<file path="config.mk">
export PLATFORM = sky130hd
export DESIGN_NAME = mux_arb
export DESIGN_NICKNAME = d
export VERILOG_FILES = /design/src/rtl/mux_arb.sv
export SDC_FILE = /design/constraint.sdc
export NUM_CORES = 1
export LEC_CHECK = 0
export CAP_MARGIN = 5
export CORE_MARGIN = 2
export CORE_UTILIZATION = 42
export CTS_CLUSTER_DIAMETER = 150
export DETAILED_ROUTE_END_ITERATION = 6
export PLACE_DENSITY_LB_ADDON = 0.08
export SETUP_SLACK_MARGIN = 0.5
export SYNTH_ARGS = -nofsm -noshare
export SYNTH_HDL_FRONTEND = slang
export SYNTH_SLANG_ARGS = --single-unit
</file>
<file path="constraint.sdc">
create_clock -name clk -period 2.7 [get_ports clk]
set_input_delay 0.54 -clock clk [delete_from_list [all_inputs] [get_ports clk]]
set_output_delay 0.54 -clock clk [all_outputs]
set_load 0.005 [all_outputs]
</file>
<file path="src/rtl/mux_arb.sv">
// mux_arb: packet-level round-robin arbiter for a 2:1 router output mux.
// Holds the output from HEAD to TAIL and gates every flit on downstream credits.
module mux_arb #(
   parameter int PORTW   = 5,
   parameter int CREDITS = 4,
   parameter int CNTW    = 3
) (
   input  logic             clk,
   input  logic             rst_,
   input  logic             ivalid_0,
   input  logic [1:0]       itype_0,
   input  logic             ivalid_1,
   input  logic [1:0]       itype_1,
   input  logic             icredit,
   output logic [PORTW-1:0] sel,
   output logic             ogrant_0,
   output logic             ogrant_1,
   output logic             ovalid,
   output logic             obusy,
   output logic [CNTW-1:0]  ocredit,
   output logic             oerr
);

   typedef enum logic [1:0] {
      IDLE = 2'd0,
      OWN0 = 2'd1,
      OWN1 = 2'd2
   } state_t;

   localparam logic [1:0]      TYPE_NONE  = 2'd0;
   localparam logic [1:0]      TYPE_HEAD  = 2'd1;
   localparam logic [1:0]      TYPE_DATA  = 2'd2;
   localparam logic [1:0]      TYPE_TAIL  = 2'd3;
   localparam logic [CNTW-1:0] CREDIT_MAX = CNTW'(CREDITS);
   localparam logic [CNTW-1:0] CREDIT_ONE = CNTW'(1);

   state_t           state_q, state_d;
   logic             rrLast_q, rrLast_d;
   logic             headDone_q, headDone_d;
   logic [PORTW-1:0] sel_q, sel_d;
   logic [CNTW-1:0]  credit_q, credit_d;
   logic             err_q, err_d;

   logic             fire0, fire1, fire;
   logic [1:0]       fireType;
   logic             req0, req1;
   logic             stray0, stray1;

   always_comb begin
      state_d    = state_q;
      rrLast_d   = rrLast_q;
      headDone_d = headDone_q;
      sel_d      = sel_q;
      credit_d   = credit_q;
      err_d      = err_q;

      fire0    = (state_q == OWN0) && ivalid_0 && (itype_0 != TYPE_NONE) && (credit_q != '0);
      fire1    = (state_q == OWN1) && ivalid_1 && (itype_1 != TYPE_NONE) && (credit_q != '0);
      fire     = fire0 || fire1;
      fireType = fire1 ? itype_1 : itype_0;

      req0   = ivalid_0 && (itype_0 == TYPE_HEAD);
      req1   = ivalid_1 && (itype_1 == TYPE_HEAD);
      stray0 = ivalid_0 && ((itype_0 == TYPE_DATA) || (itype_0 == TYPE_TAIL));
      stray1 = ivalid_1 && ((itype_1 == TYPE_DATA) || (itype_1 == TYPE_TAIL));

      // On a tie the port that was not served last wins; rrLast starts at 1 so port 0 wins first.
      case (state_q)
         IDLE: begin
            if (stray0 || stray1) begin
               err_d = 1'b1;
            end
            if (req0 && (!req1 || rrLast_q)) begin
               state_d    = OWN0;
               sel_d      = '0;
               rrLast_d   = 1'b0;
               headDone_d = 1'b0;
            end else if (req1) begin
               state_d    = OWN1;
               sel_d      = PORTW'(1);
               rrLast_d   = 1'b1;
               headDone_d = 1'b0;
            end
         end
         default: begin
            if (fire) begin
               headDone_d = 1'b1;
               if ((fireType == TYPE_HEAD) && headDone_q) begin
                  err_d = 1'b1;
               end
               if (fireType == TYPE_TAIL) begin
                  state_d = IDLE;
               end
            end
         end
      endcase

      // A returned credit with the counter already full is a downstream protocol error.
      if (fire && !icredit) begin
         credit_d = credit_q - CREDIT_ONE;
      end else if (!fire && icredit) begin
         if (credit_q == CREDIT_MAX) begin
            err_d = 1'b1;
         end else begin
            credit_d = credit_q + CREDIT_ONE;
         end
      end
   end

   always_ff @(posedge clk) begin
      if (!rst_) begin
         state_q    <= IDLE;
         rrLast_q   <= 1'b1;
         headDone_q <= 1'b0;
         sel_q      <= '0;
         credit_q   <= CREDIT_MAX;
         err_q      <= 1'b0;
      end else begin
         state_q    <= state_d;
         rrLast_q   <= rrLast_d;
         headDone_q <= headDone_d;
         sel_q      <= sel_d;
         credit_q   <= credit_d;
         err_q      <= err_d;
      end
   end

   assign sel      = sel_q;
   assign ogrant_0 = fire0;
   assign ogrant_1 = fire1;
   assign ovalid   = fire;
   assign obusy    = (state_q != IDLE);
   assign ocredit  = credit_q;
   assign oerr     = err_q;

endmodule
</file>
Yosys cells after proc, flatten, opt, wreduce, memory -nomap -nowiden
Index checks and enable logic that the tools add are counted.
{ "classes": {"reduce_logical": 35, "eq_ne": 13, "add_sub_neg": 2, "n_mux": 24} }
{ "ops": {"columns": ["op", "n"], "rows": [
  ["logical AND 1 bit", 14],
  ["nonzero test 2 bit", 7],
  ["two-way mux 1 bit", 13],
  ["equality test 2 bit (second input constant)", 6],
  ["two-way mux 2 bit", 6],
  ["two-way mux 5 bit", 2],
  ["two-way mux 3 bit", 3],
  ["equality test 2 x 1 -> 1 bit (second input constant)", 4],
  ["AND reduction 2 bit", 3],
  ["logical OR 1 bit", 5],
  ["adder 3 x 1 -> 3 bit (second input constant)", 1],
  ["equality test 3 bit (second input constant)", 1],
  ["zero test 1 bit", 3],
  ["!= test 3 bit (second input constant)", 1],
  ["AND reduction 3 bit", 1],
  ["nonzero test 3 bit", 1],
  ["subtractor 3 x 1 -> 3 bit (second input constant)", 1],
  ["zero test 2 bit", 1],
  ["!= test 2 bit (second input constant)", 1]
]} }
{ "totals": {"register_bits": 13, "out_inout_bits": 13} }

Depth between registers and ports, before layout
Gate-level depths: netlist (run 1).
{ "depth": {"ltp_word": 13, "depth_mapped": 10, "ltp_nobuf": 10} }

Least setup slack after synthesis (run 1)
Ideal clock, no wire load.
{ "synth_timing": {"path_type": "input-to-reg", "from": "in ivalid_1", "to": "reg credit_q[2] (netlist: ocredit[2])", "arrival_time_ps": 2142, "n_path_buf": 0, "required_ps": 2566, "path_stages": 10, "path_slack_ps": 425, "path_cell_list": "and3b_1 > o21ai_1 > a21o_1 > inv_1 > ha_1 > inv_1 > fa_1 > xor2_1 > o31ai_1 > o311ai_1"} }
{ "synth_via": {"elab_chain_len": 8} }
{ "synth_rtl": {"columns": ["element", "line", "rtl"], "rows": [
  ["start, declared", "12", "input logic ivalid_1,"],
  ["logical AND 1 bit * (3 in series)", "58", "fire1 = (state_q == OWN1) && ivalid_1 && (itype_1 != TYPE_NONE) && (credit_q != '0);"],
  ["logical OR 1 bit *", "59", "fire = fire0 || fire1;"],
  ["net ovalid", "18", "output logic ovalid,"],
  ["zero test 1 bit", "101", "end else if (!fire && icredit) begin"],
  ["logical AND 1 bit", "101", null],
  ["nonzero test 2 bit (no line)", null, null],
  ["AND reduction 2 bit (no line)", null, null],
  ["end signal, assigned", "123", "credit_q <= credit_d;"],
  ["end, declared", "41", "logic [CNTW-1:0] credit_q, credit_d;"]
]} }
The timed path passes the listed nets; every way through them passes the cells marked *.
A chain may end at the register's enable or synchronous reset.

Final worst setup path (run 1)
{ "layout_timing": {"from": "reg state_q[0]", "to": "reg credit_q[2] (netlist: ocredit[2])"} }
{ "layout_via": {"elab_chain_len": 9} }
{ "layout_rtl": {"columns": ["element", "line", "rtl"], "rows": [
  ["start, declared", "37", "state_t state_q, state_d;"],
  ["start signal, assigned", "119", "state_q <= state_d;"],
  ["equality test 2 x 1 -> 1 bit or equality test 2 bit (tied branches)", "57, 58", null],
  ["logical AND 1 bit (on tied branches) (3 in series)", "57, 58", null],
  ["logical OR 1 bit *", "59", null],
  ["zero test 1 bit", "101", null],
  ["logical AND 1 bit", "101", null],
  ["nonzero test 2 bit (no line)", null, null],
  ["AND reduction 2 bit (no line)", null, null]
]} }
Every way passes the cells marked *; elsewhere a longest branch is shown, timed or not.

==> metrics.md, run 1 <==
| Metric | Value |
|---|---|
| CP startpoint kind | flop |
| Reg2reg path depth | 10 |
| Post-synthesis sequential area ratio | 30.1% |
| Post-layout min period | 2.12 ns |
| Fin nets | between 100 and 150 |
| Hold WC Path Type | flop to flop |
| Cell taking the most area after synthesis | dfxtp_1 |
| Utilization after layout | 68.6% |
| Antenna Nets Post-Route | 0 |
| Worst path max stage delay | 0.36 ns |
| Maximum vdd drop | ~0.27 mV |
| Ys Warns | 0 |
| Die Span X | 41.8 um |
| Total GRT Usage | 16.8% |
| Slowest-stage cell, CP | dfxtp_4 |
| CTS Sinks | 9 |
| P_leak | 0.396 nW |
| Synthesized area per cell | 8.44 sq um |
| Crit path max-delay family | compound AO/OA/AOI/OAI gates |
| Layout area overhead | 50.7% |
| Max-slew violations | 0 |
| H-tree Lvls | 1 |
| CTS tree | yes |
| Commonest non-fill, non-tap cell in the layout | buf_4 |
| Multi-input gate area | 403 sq um |
| Port bufs | 17 |
| Initial antenna violation count | 0 |
| Initial DRT Pass Iterations | 4 |
| Initial Util | 45.5% |
| Largest net degree at the start of global routing | 7 |
| Register area | 188 sq um |
| CTS buffer count | 3 |
| Status | finished, final reports clean |
| Die area | around 1700 sq um |
| Clock slew seen by the registers of the worst setup and hold paths | about 0.06 ns |
| Worst Skew | 0.00447 ns |
| Worst skew pair latency | 0.26 ns |
| Top post-synthesis cells by area | dfxtp_1 (30%), a21oi_1 (5.0%), buf_4 (5.0%), inv_1 (5.0%), and3b_1 (4.4%) |
| Crit path kind | flop to flop |
| Routed wire per std cell | 12.1 um |
| Site Rows | 13 |
| Final wirelength | approximately 1400 um |
| CP cell instances | and3b_1 -> o21ai_2 -> a21o_1 -> inv_2 -> ha_4 -> inv_2 -> fa_2 -> xor2_2 -> o31ai_1 -> o311ai_1 |
| Via/cell ratio | 5.18 |
| Top fanout value on the critical path | 5 |
| Bufs on Longest Clock Path | 2 |
| Top Ports | 22 |
| Worst Path Arrival | about 2.3 ns |
| Layout fillers | 112 |
| Cell Pwr Density | roughly 400 nW/um^2 |
| Most frequent cells in the layout | buf_4 (11), clkdlybuf4s50_1 (10), dfxtp_1 (7) |
| Pwr Total | around 0.36 mW |
| Switching Share | 28.9% |
| Final period utilization | approximately four fifths |
| Synth unique cells | 30 |
| Cts hold-fix bufs | 0 |
| Fin cells | ~120 |
| Int Pwr | 0.255 mW |
| Core box area | 1320 sq um |
| Residual DRC | 0 |
| Starting DRT DRC Count | 14 |
| Final setup violation count | 0 |
| Final Hold Viols | 0 |
| Die Y-Extent | 41.8 um |
| Setup_tns | 0 ns |
| Psw | approximately 0.10 mW |
| Mapped cell area | 599 sq um |
| First-pass GRT wire length | approximately 2200 um |
| Comb pwr share | 28.5% |
| Critical path endpoint category | flop |
| R2R Setup Slk | 0.58 ns |
| Crit path top cell by count | inv_2 |
| DR vias | 606 |
| Hold path startpoint | sel[0] |
| Root Buffer | clkbuf_4 |
| Share of cells above drive strength 1 | 29.4% |
| RSZ-0062 raised after global routing | no |
| Area share of the leading cell type in the synthesized netlist | 30.1% |
| Vias in the first global route | roughly 560 |
| Diode count | 0 |
| Reg-to-reg critical path endpoint | ocredit[2] |
| Cells after synthesis | 71 |
| Placed Cells | 110 |
| Hold depth | 2 |
| Req. time, crit path | 2.83 ns |
| WHS Endpoint | sel[0] |
| Yosys reg bits | 9 |
| Worst r2r src | state_q[0] |
| Clock power frac | 29.4% |
| Maxcap violations | 0 |
| Buf/Inv on CP | 2 |
| Post-DP HPWL | roughly 1100 um |
| Register share of total power | 42.1% |
| Total global routing overflow | 0 |
| Peak Freq | between 400 and 500 MHz |
| Gpl congestion | between 0.7 and 0.8 |
[kinds of logic after synthesis]
family | Yosys count | synth area share, %
AO/OA/AOI/OAI | 22 | 24.8
XOR/XNOR | 1 | 1.46
adder cells (fa/ha/maj) | 3 | 7.52
buffers and inverters | 12 | 10.0
flip-flops | 9 | 30.1
other | 1 | 0.626
AND/OR/NAND/NOR | 23 | 25.5
[tightest hold or removal path: stages, from the launching register on]
cell and delay, ns:
dfxtp_1 0.31, nand3_1 0.06, o21ai_1 0.06
[metal layers]
metal / vias up / share of wire (%) / global-route usage (%)
met4: 0 / 1.3 / 9.68
met5: - / 0 / 0
li1: 313 / - / -
met1: 267 / 46 / 23.1
met3: 2 / 7.1 / 4.78
met2: 24 / 45 / 23.1
[through the flow]
stage               setup slack, ns  instance area [sq um]  hold WS, ns
finish                        0.584                    903        0.470
floorplan                     0.514                    623        0.428
CTS                           0.519                    880        0.473
global placement             0.0233                    842        0.448
global route                  0.499                    903        0.504
detailed placement          -0.0194                    842        0.453
[how the worst max path moves through the flow]
stage / end / from / cells after the start / slack [ns]
floorplan: ocredit[2] / ivalid_1 / 10 / 0.51
global placement: ocredit[2] / ivalid_1 / 11 / 0.02
detailed placement: ocredit[2] / ivalid_1 / 11 / -0.02
CTS: ocredit[2] / state_q[1] / 10 / 0.52
global route: ocredit[2] / state_q[0] / 10 / 0.50
finish: ocredit[2] / state_q[0] / 10 / 0.58
[cells in the mapped netlist, drive strengths merged]
library cell,n
a211o,1
a21o,2
a21oi,6
a221oi,1
a22o,1
a22oi,1
and3b,3
buf,4
conb,1
dfxtp,9
fa,1
ha,2
inv,8
nand2,3
nand3,4
nand4b,2
nand4bb,1
nor2,6
nor3,3
nor4b,1
o2111ai,1
o211ai,1
o21a,1
o21ai,5
o311ai,1
o31ai,1
xor2,1
[registers in the layout, indices dropped and copies added (netlist names)]
| register | count |
|---|---|
| headDone_q | 1 |
| ocredit | 3 |
| oerr | 1 |
| rrLast_q | 1 |
| sel | 1 |
| state_q | 2 |
[layout make-up]
| class | count | share of cell area (%) |
|---|---|---|
| tap | 15 | 2.08 |
| inverter | 8 | 3.32 |
| sequential | 9 | 20.8 |
| timing repair buffer | 28 | 26.3 |
| clock buffer | 4 | 2.91 |
| multi-input combinational | 53 | 44.6 |
[power by group through the flow]
stage	clock (mW)	sequential [mW]	combinational, mW
global route	0.120	0.152	0.112
floorplan	0	0.152	0.0525
finish	0.106	0.151	0.102
CTS	0.113	0.151	0.0997
global placement	0	0.154	0.0998
detailed placement	0	0.154	0.100
[timing repair]
action                                 in CTS  in global routing
pin swaps                                   3                  6
gates resized for setup                    10                 11
endpoints found under the hold margin       0                  0
setup endpoints to repair                   7                  2
buffers inserted                            1                  2
No activity file was read; power rests on OpenSTA's default activity.
==> run 2: changes to the inputs <==
Settings changed: CORE_UTILIZATION 42 to 38.
Clock period 2.7 ns to 1.8 ns, I/O delays scaled along.
==> run 2 against run 1 <==
Largest cell class unchanged. Sequential power is 48% higher. Largest power group is now combinational logic. Critical path type unchanged. The run now ends with negative setup slack left. Combinational power up 140%. Worst setup slack worse by 1.0 ns. First-iteration DRC count shrank 36%. Power grew 74%.
==> metrics.md, run 2 (synthesis results as in run 1) <==
| Metric | Value |
|---|---|
| Status | finished with violations |
| Failing checks | negative setup slack |
| CTS Sinks | 9 |
| First-pass GRT wire length | 2730 um |
| Register area | 189 sq um |
| Die area | roughly 1900 sq um |
| Initial Util | 40.3% |
| Cts hold-fix bufs | 0 |
| Buf/Inv on CP | 2 |
| H-tree Lvls | 1 |
| Max-slew violations | 0 |
| CP startpoint kind | flop |
| Worst Setup EP | ocredit[2] |
| Share of cells above drive strength 1 | 53.2% |
| Final Hold Viols | 0 |
| Worst Skew | 0.00804 ns |
| Crit path top cell by count | inv_2 |
| Worst Path Arrival | approximately 2.3 ns |
| Slowest-stage cell, CP | dfxtp_4 |
| Setup_tns | -1.14 ns |
| Root Buffer | clkbuf_4 |
| Initial DRT Pass Iterations | 4 |
| Diode count | 0 |
| Multi-input gate area | 470 sq um |
| Maximum vdd drop | between 0.5 and 0.6 mV |
| Cell Pwr Density | 539 nW/um^2 |
| Post-layout min period | ~2.2 ns |
| Core box area | 1490 sq um |
| Clock slew seen by the registers of the worst setup and hold paths | 0.07 ns |
| Final period utilization | 123% |
| Post-DP HPWL | 1190 um |
| Fin nets | about 140 |
| Final wirelength | 1900 um |
| Port bufs | 17 |
| Maxcap violations | 0 |
| Top Ports | 22 |
| Commonest non-fill, non-tap cell in the layout | buf_4 |
| Reg-to-reg critical path endpoint | ocredit[2] |
| Setup crit start | state_q[0] |
| Min setup slack post-route | -0.413 ns |
| Worst skew pair latency | 0.27 ns |
| Placed Cells | 123 |
| Residual DRC | 0 |
| Max FFs per register | 3 |
| R2R Setup Slk | -0.41 ns |
| Die Span X | 43.7 um |
| DR vias | 742 |
| Via/cell ratio | 5.30 |
| RSZ-0062 raised after global routing | yes |
| Critical path endpoint category | flop |
| Worst path max stage delay | 0.35 ns |
| Design Area, Final | 1160 sq um |
| Worst r2r src | state_q[0] |
| CTS tree | yes |
| CP cell instances | and3b_2 -> o21ai_2 -> a21o_1 -> inv_2 -> ha_4 -> inv_2 -> fa_2 -> xor2_2 -> o31ai_1 -> o311ai_1 |
| CTS buffer count | 3 |
| Crit path max-delay family | compound AO/OA/AOI/OAI gates |
| Reg2reg path depth | 10 |
| Largest net degree at the start of global routing | 7 |
| Hold_ws | 0.463 ns |
| Routed wire per std cell | roughly 14 um |
| Top fanout value on the critical path | 2 |
| Hold WC Path Type | flop to flop |
| Fin cells | 140 |
| Antenna Nets Post-Route | 0 |
| P_leak | 0.561 nW |
| Placed Area | 938 sq um |
| Most frequent cells in the layout | buf_4 (28), dlygate4sd2_1 (9), buf_6 (7) |
| Site Rows | 14 |
| Crit path kind | flop to flop |
| Bufs on Longest Clock Path | 2 |
| Total GRT Usage | 19.0% |
| Final setup violation count | 4 |
| Peak Freq | 452 MHz |
| Total global routing overflow | 0 |
| Gpl congestion | 0.748 |
| Layout area overhead | 92.9% |
| Layout fillers | 109 |
| Starting DRT DRC Count | 9 |
| Vias in the first global route | 653 |
| Die Y-Extent | between 40 and 50 um |
| CP Depth | 10 |
| Initial antenna violation count | 0 |
| Req. time, crit path | 1.92 ns |
run 2: layer usage:
layer | track usage (%) | vias to the layer above | share of wire, % | wire [um]
met3 | 2.50 | 6 | 5.3 | 101
met2 | 32.1 | 28 | 44 | 838
met4 | 6.06 | 0 | 2.9 | 55
met1 | 24.9 | 351 | 48 | 907
li1 | - | 357 | - | -
met5 | 0 | - | 0 | 0
run 2: layout make-up:
cell class,count,share of cell area [%]
repair buffers,50,36.4
multi-input cells,53,40.7
clock buffers,4,2.27
inverters,8,2.60
well taps,16,1.73
flip-flops and latches,9,16.3
run 2: where the power goes:
group / switching [mW] / total (mW) / internal, mW / leakage, nW
Combinational: 0.106 / 0.241 / 0.135 / 0.471
Sequential: 0.00932 / 0.223 / 0.214 / 0.0759
Clock: 0.0738 / 0.159 / 0.0855 / 0.0150
Total: 0.189 / 0.624 / 0.434 / 0.561
run 2: metrics by stage:
stage / util, % / total power [mW] / worst slack, ns
floorplan: - / 0.309 / -0.219
global placement: 63.0 / 0.402 / -0.680
detailed placement: 63.0 / 0.404 / -0.729
CTS: 71.4 / 0.596 / -0.314
global route: 77.6 / 0.651 / -0.488
finish: 77.6 / 0.624 / -0.413
run 2: worst reg2reg max path, stage by stage (launching register included):
cell	delay [ns]
dfxtp_4	0.35
and3b_2	0.24
o21ai_2	0.06
a21o_1	0.18
inv_2	0.08
ha_4	0.13
inv_2	0.03
fa_2	0.34
xor2_2	0.17
o31ai_1	0.33
o311ai_1	0.17
run 2: worst min-delay path by stage:
stage | startpoint | endpoint | cells past startpoint
after floorplan | rrLast_q | rrLast_q | 1
after global placement | rrLast_q | rrLast_q | 1
after detailed placement | rrLast_q | rrLast_q | 1
after CTS | headDone_q | headDone_q | 2
after global routing | headDone_q | headDone_q | 2
final | headDone_q | oerr | 2
run 2: timing repair:
action	4_1_cts	5_1_grt
pin swaps	14	13
resized for setup	37	14
setup endpoints to repair	18	16
setup buffers	7	6
==> run 3: changes to the inputs <==
Settings changed: CORE_UTILIZATION 38 to 42.
Clock period 1.8 ns to 2.2 ns, I/O delays scaled along.
==> run 3 against run 2 <==
The flow now finishes without violations. Combinational power fell by 26%. Non-clock buffer count fell by 6. Sequential share of layout area rose by 0.96 points. Utilization rose by 4.7 points. Via count fell by 5.3%. Final cell count fell by 5.0%. Count of clock-buffer cells in the layout did not move. Critical path type unchanged. Largest cell class unchanged.
==> metrics.md, run 3 (synthesis results as in run 1) <==
| Metric | Value |
|---|---|
| Hold_ws | ~0.48 ns |
| Final period utilization | 100% |
| Peak Freq | 455 MHz |
| Comb pwr share | 36.1% |
| Final wirelength | 2050 um |
| GR met2 Demand/Resource | between 40 and 50% |
| Worst Path Arrival | approximately 2.3 ns |
| Port bufs | 17 |
| Clock slew seen by the registers of the worst setup and hold paths | 0.06 ns |
| Maximum vdd drop | 0.461 mV |
| GRT met1 Usage | a little under a third |
| Share of cells above drive strength 1 | 47.5% |
| Slowest-stage cell, CP | dfxtp_4 |
| Diode count | 0 |
| CP cell instances | and3b_2 -> o21ai_2 -> a21o_1 -> inv_2 -> buf_6 -> ha_4 -> inv_2 -> fa_2 -> xor2_2 -> o31ai_2 -> o311ai_1 |
| Hold WC Path Type | flop to flop |
| Commonest non-fill, non-tap cell in the layout | buf_4 |
| CTS tree | yes |
| Vias in the first global route | 732 |
| Largest net degree at the start of global routing | 7 |
| Most frequent cells in the layout | buf_4 (22), clkdlybuf4s50_1 (7), inv_1 (6), a21oi_1 (6), buf_6 (6) |
| Via/cell ratio | 5.29 |
| DR vias | 703 |
| Worst Skew | 0.00297 ns |
| Max-slew violations | 0 |
| Core box area | 1320 sq um |
| CTS buffer count | 3 |
| Cell Pwr Density | 454 nW/um^2 |
| Site Rows | 13 |
| Die Y-Extent | 41.8 um |
| Initial Util | 45.5% |
| Layout area overhead | 81.0% |
| CP startpoint kind | flop |
| Met3 Usage GRT | 3.48% |
| Pwr Total | 0.493 mW |
| Utilization after layout | 82.3% |
| Bufs on Longest Clock Path | 2 |
| Register share of total power | 37.4% |
| Residual DRC | 0 |
| Crit path kind | flop to flop |
| Starting DRT DRC Count | 8 |
| Top Ports | 22 |
| H-tree Lvls | 1 |
| Die area | 1750 sq um |
| Die Span X | 41.8 um |
| Psw | 0.150 mW |
| Worst skew pair latency | 0.27 ns |
| Setup_tns | 0 ns |
| Req. time, crit path | 2.32 ns |
| Initial antenna violation count | 0 |
| P_leak | 0.495 nW |
| CTS Sinks | 9 |
| Cts hold-fix bufs | 0 |
| Antenna Nets Post-Route | 0 |
| Final setup violation count | 0 |
| Fin nets | 131 |
| Critical path endpoint category | flop |
| Final Hold Viols | 0 |
| Worst path max stage delay | 0.35 ns |
| Crit path top cell by count | inv_2 |
| Post-layout min period | 2.20 ns |
| Layout fillers | 80 |
| Status | finished, final reports clean |
| Switching Share | 30.4% |
| Post-DP HPWL | 1210 um |
| Initial DRT Pass Iterations | 4 |
| RSZ-0062 raised after global routing | yes |
| Root Buffer | clkbuf_4 |
| Busiest metal layer after global routing | met2 |
| Int Pwr | approximately 0.34 mW |
| Clock power frac | 26.5% |
| Maxcap violations | 0 |
| Top fanout value on the critical path | 3 |
| Gpl congestion | about 0.8 |
| First-pass GRT wire length | 3380 um |
| Total global routing overflow | 0 |
| Routed wire per std cell | 15.4 um |
| Total GRT Usage | 25.4% |
| Max FFs per register | 3 |
-- run 3: worst paths after layout --
check                                start    endpoint  slack (ns)  cells past startpoint
worst min-delay path            headDone_q        oerr        0.48                      2
worst max-delay path            state_q[0]  ocredit[2]      0.0007                     11
worst max register to register  state_q[0]  ocredit[2]      0.0007                     11
worst min register to register  headDone_q        oerr        0.48                      2
-- run 3: per-layer routing --
layer	wire length, um	up-vias	share of wire [%]
met2	974	24	47
li1	-	346	-
met5	0	-	0
met3	82	9	4.0
met4	86	0	4.2
met1	910	324	44
-- run 3: power groups by stage --
stage | clock (mW) | sequential [mW] | combinational (mW)
finish | 0.130 | 0.184 | 0.178
global route | 0.138 | 0.186 | 0.192
CTS | 0.134 | 0.183 | 0.155
detailed placement | 0 | 0.186 | 0.139
global placement | 0 | 0.186 | 0.137
floorplan | 0 | 0.187 | 0.0648
-- run 3: critical path, delay by kind of cell, from the launching register on --
kind                       cells  cell delay, ns
AOI/OAI and AO/OA              4            0.58
xor gates and xnor gates       1            0.20
adders and majority gates      2            0.48
buffers and inverters          3            0.19
DFF                            1            0.35
and+or+nand+nor                1            0.24
-- run 3: cell type report --
cell class | count | area (sq um) | area share, %
Timing Repair Buffer | 44 | 372 | 34.3
Tap cell | 15 | 18.8 | 1.73
Multi-Input combinational cell | 53 | 450 | 41.5
Inverter | 8 | 30.0 | 2.77
Sequential cell | 9 | 188 | 17.3
Clock buffer | 4 | 26.3 | 2.42
-- run 3: stage by stage --
step | cell area [sq um] | instances | setup WS [ns]
floorplan | 623 | 74 | 0.124
global placement | 895 | 117 | -0.347
detailed placement | 895 | 117 | -0.391
CTS | 1010 | 129 | 0.0524
global route | 1080 | 133 | -0.0512
finish | 1080 | 133 | 0.000713
-- run 3: what timing repair did --
action	4_1_cts	5_1_grt
buffers inserted	8	4
setup endpoints to repair	9	10
gates resized for setup	29	17
pin swaps	6	7
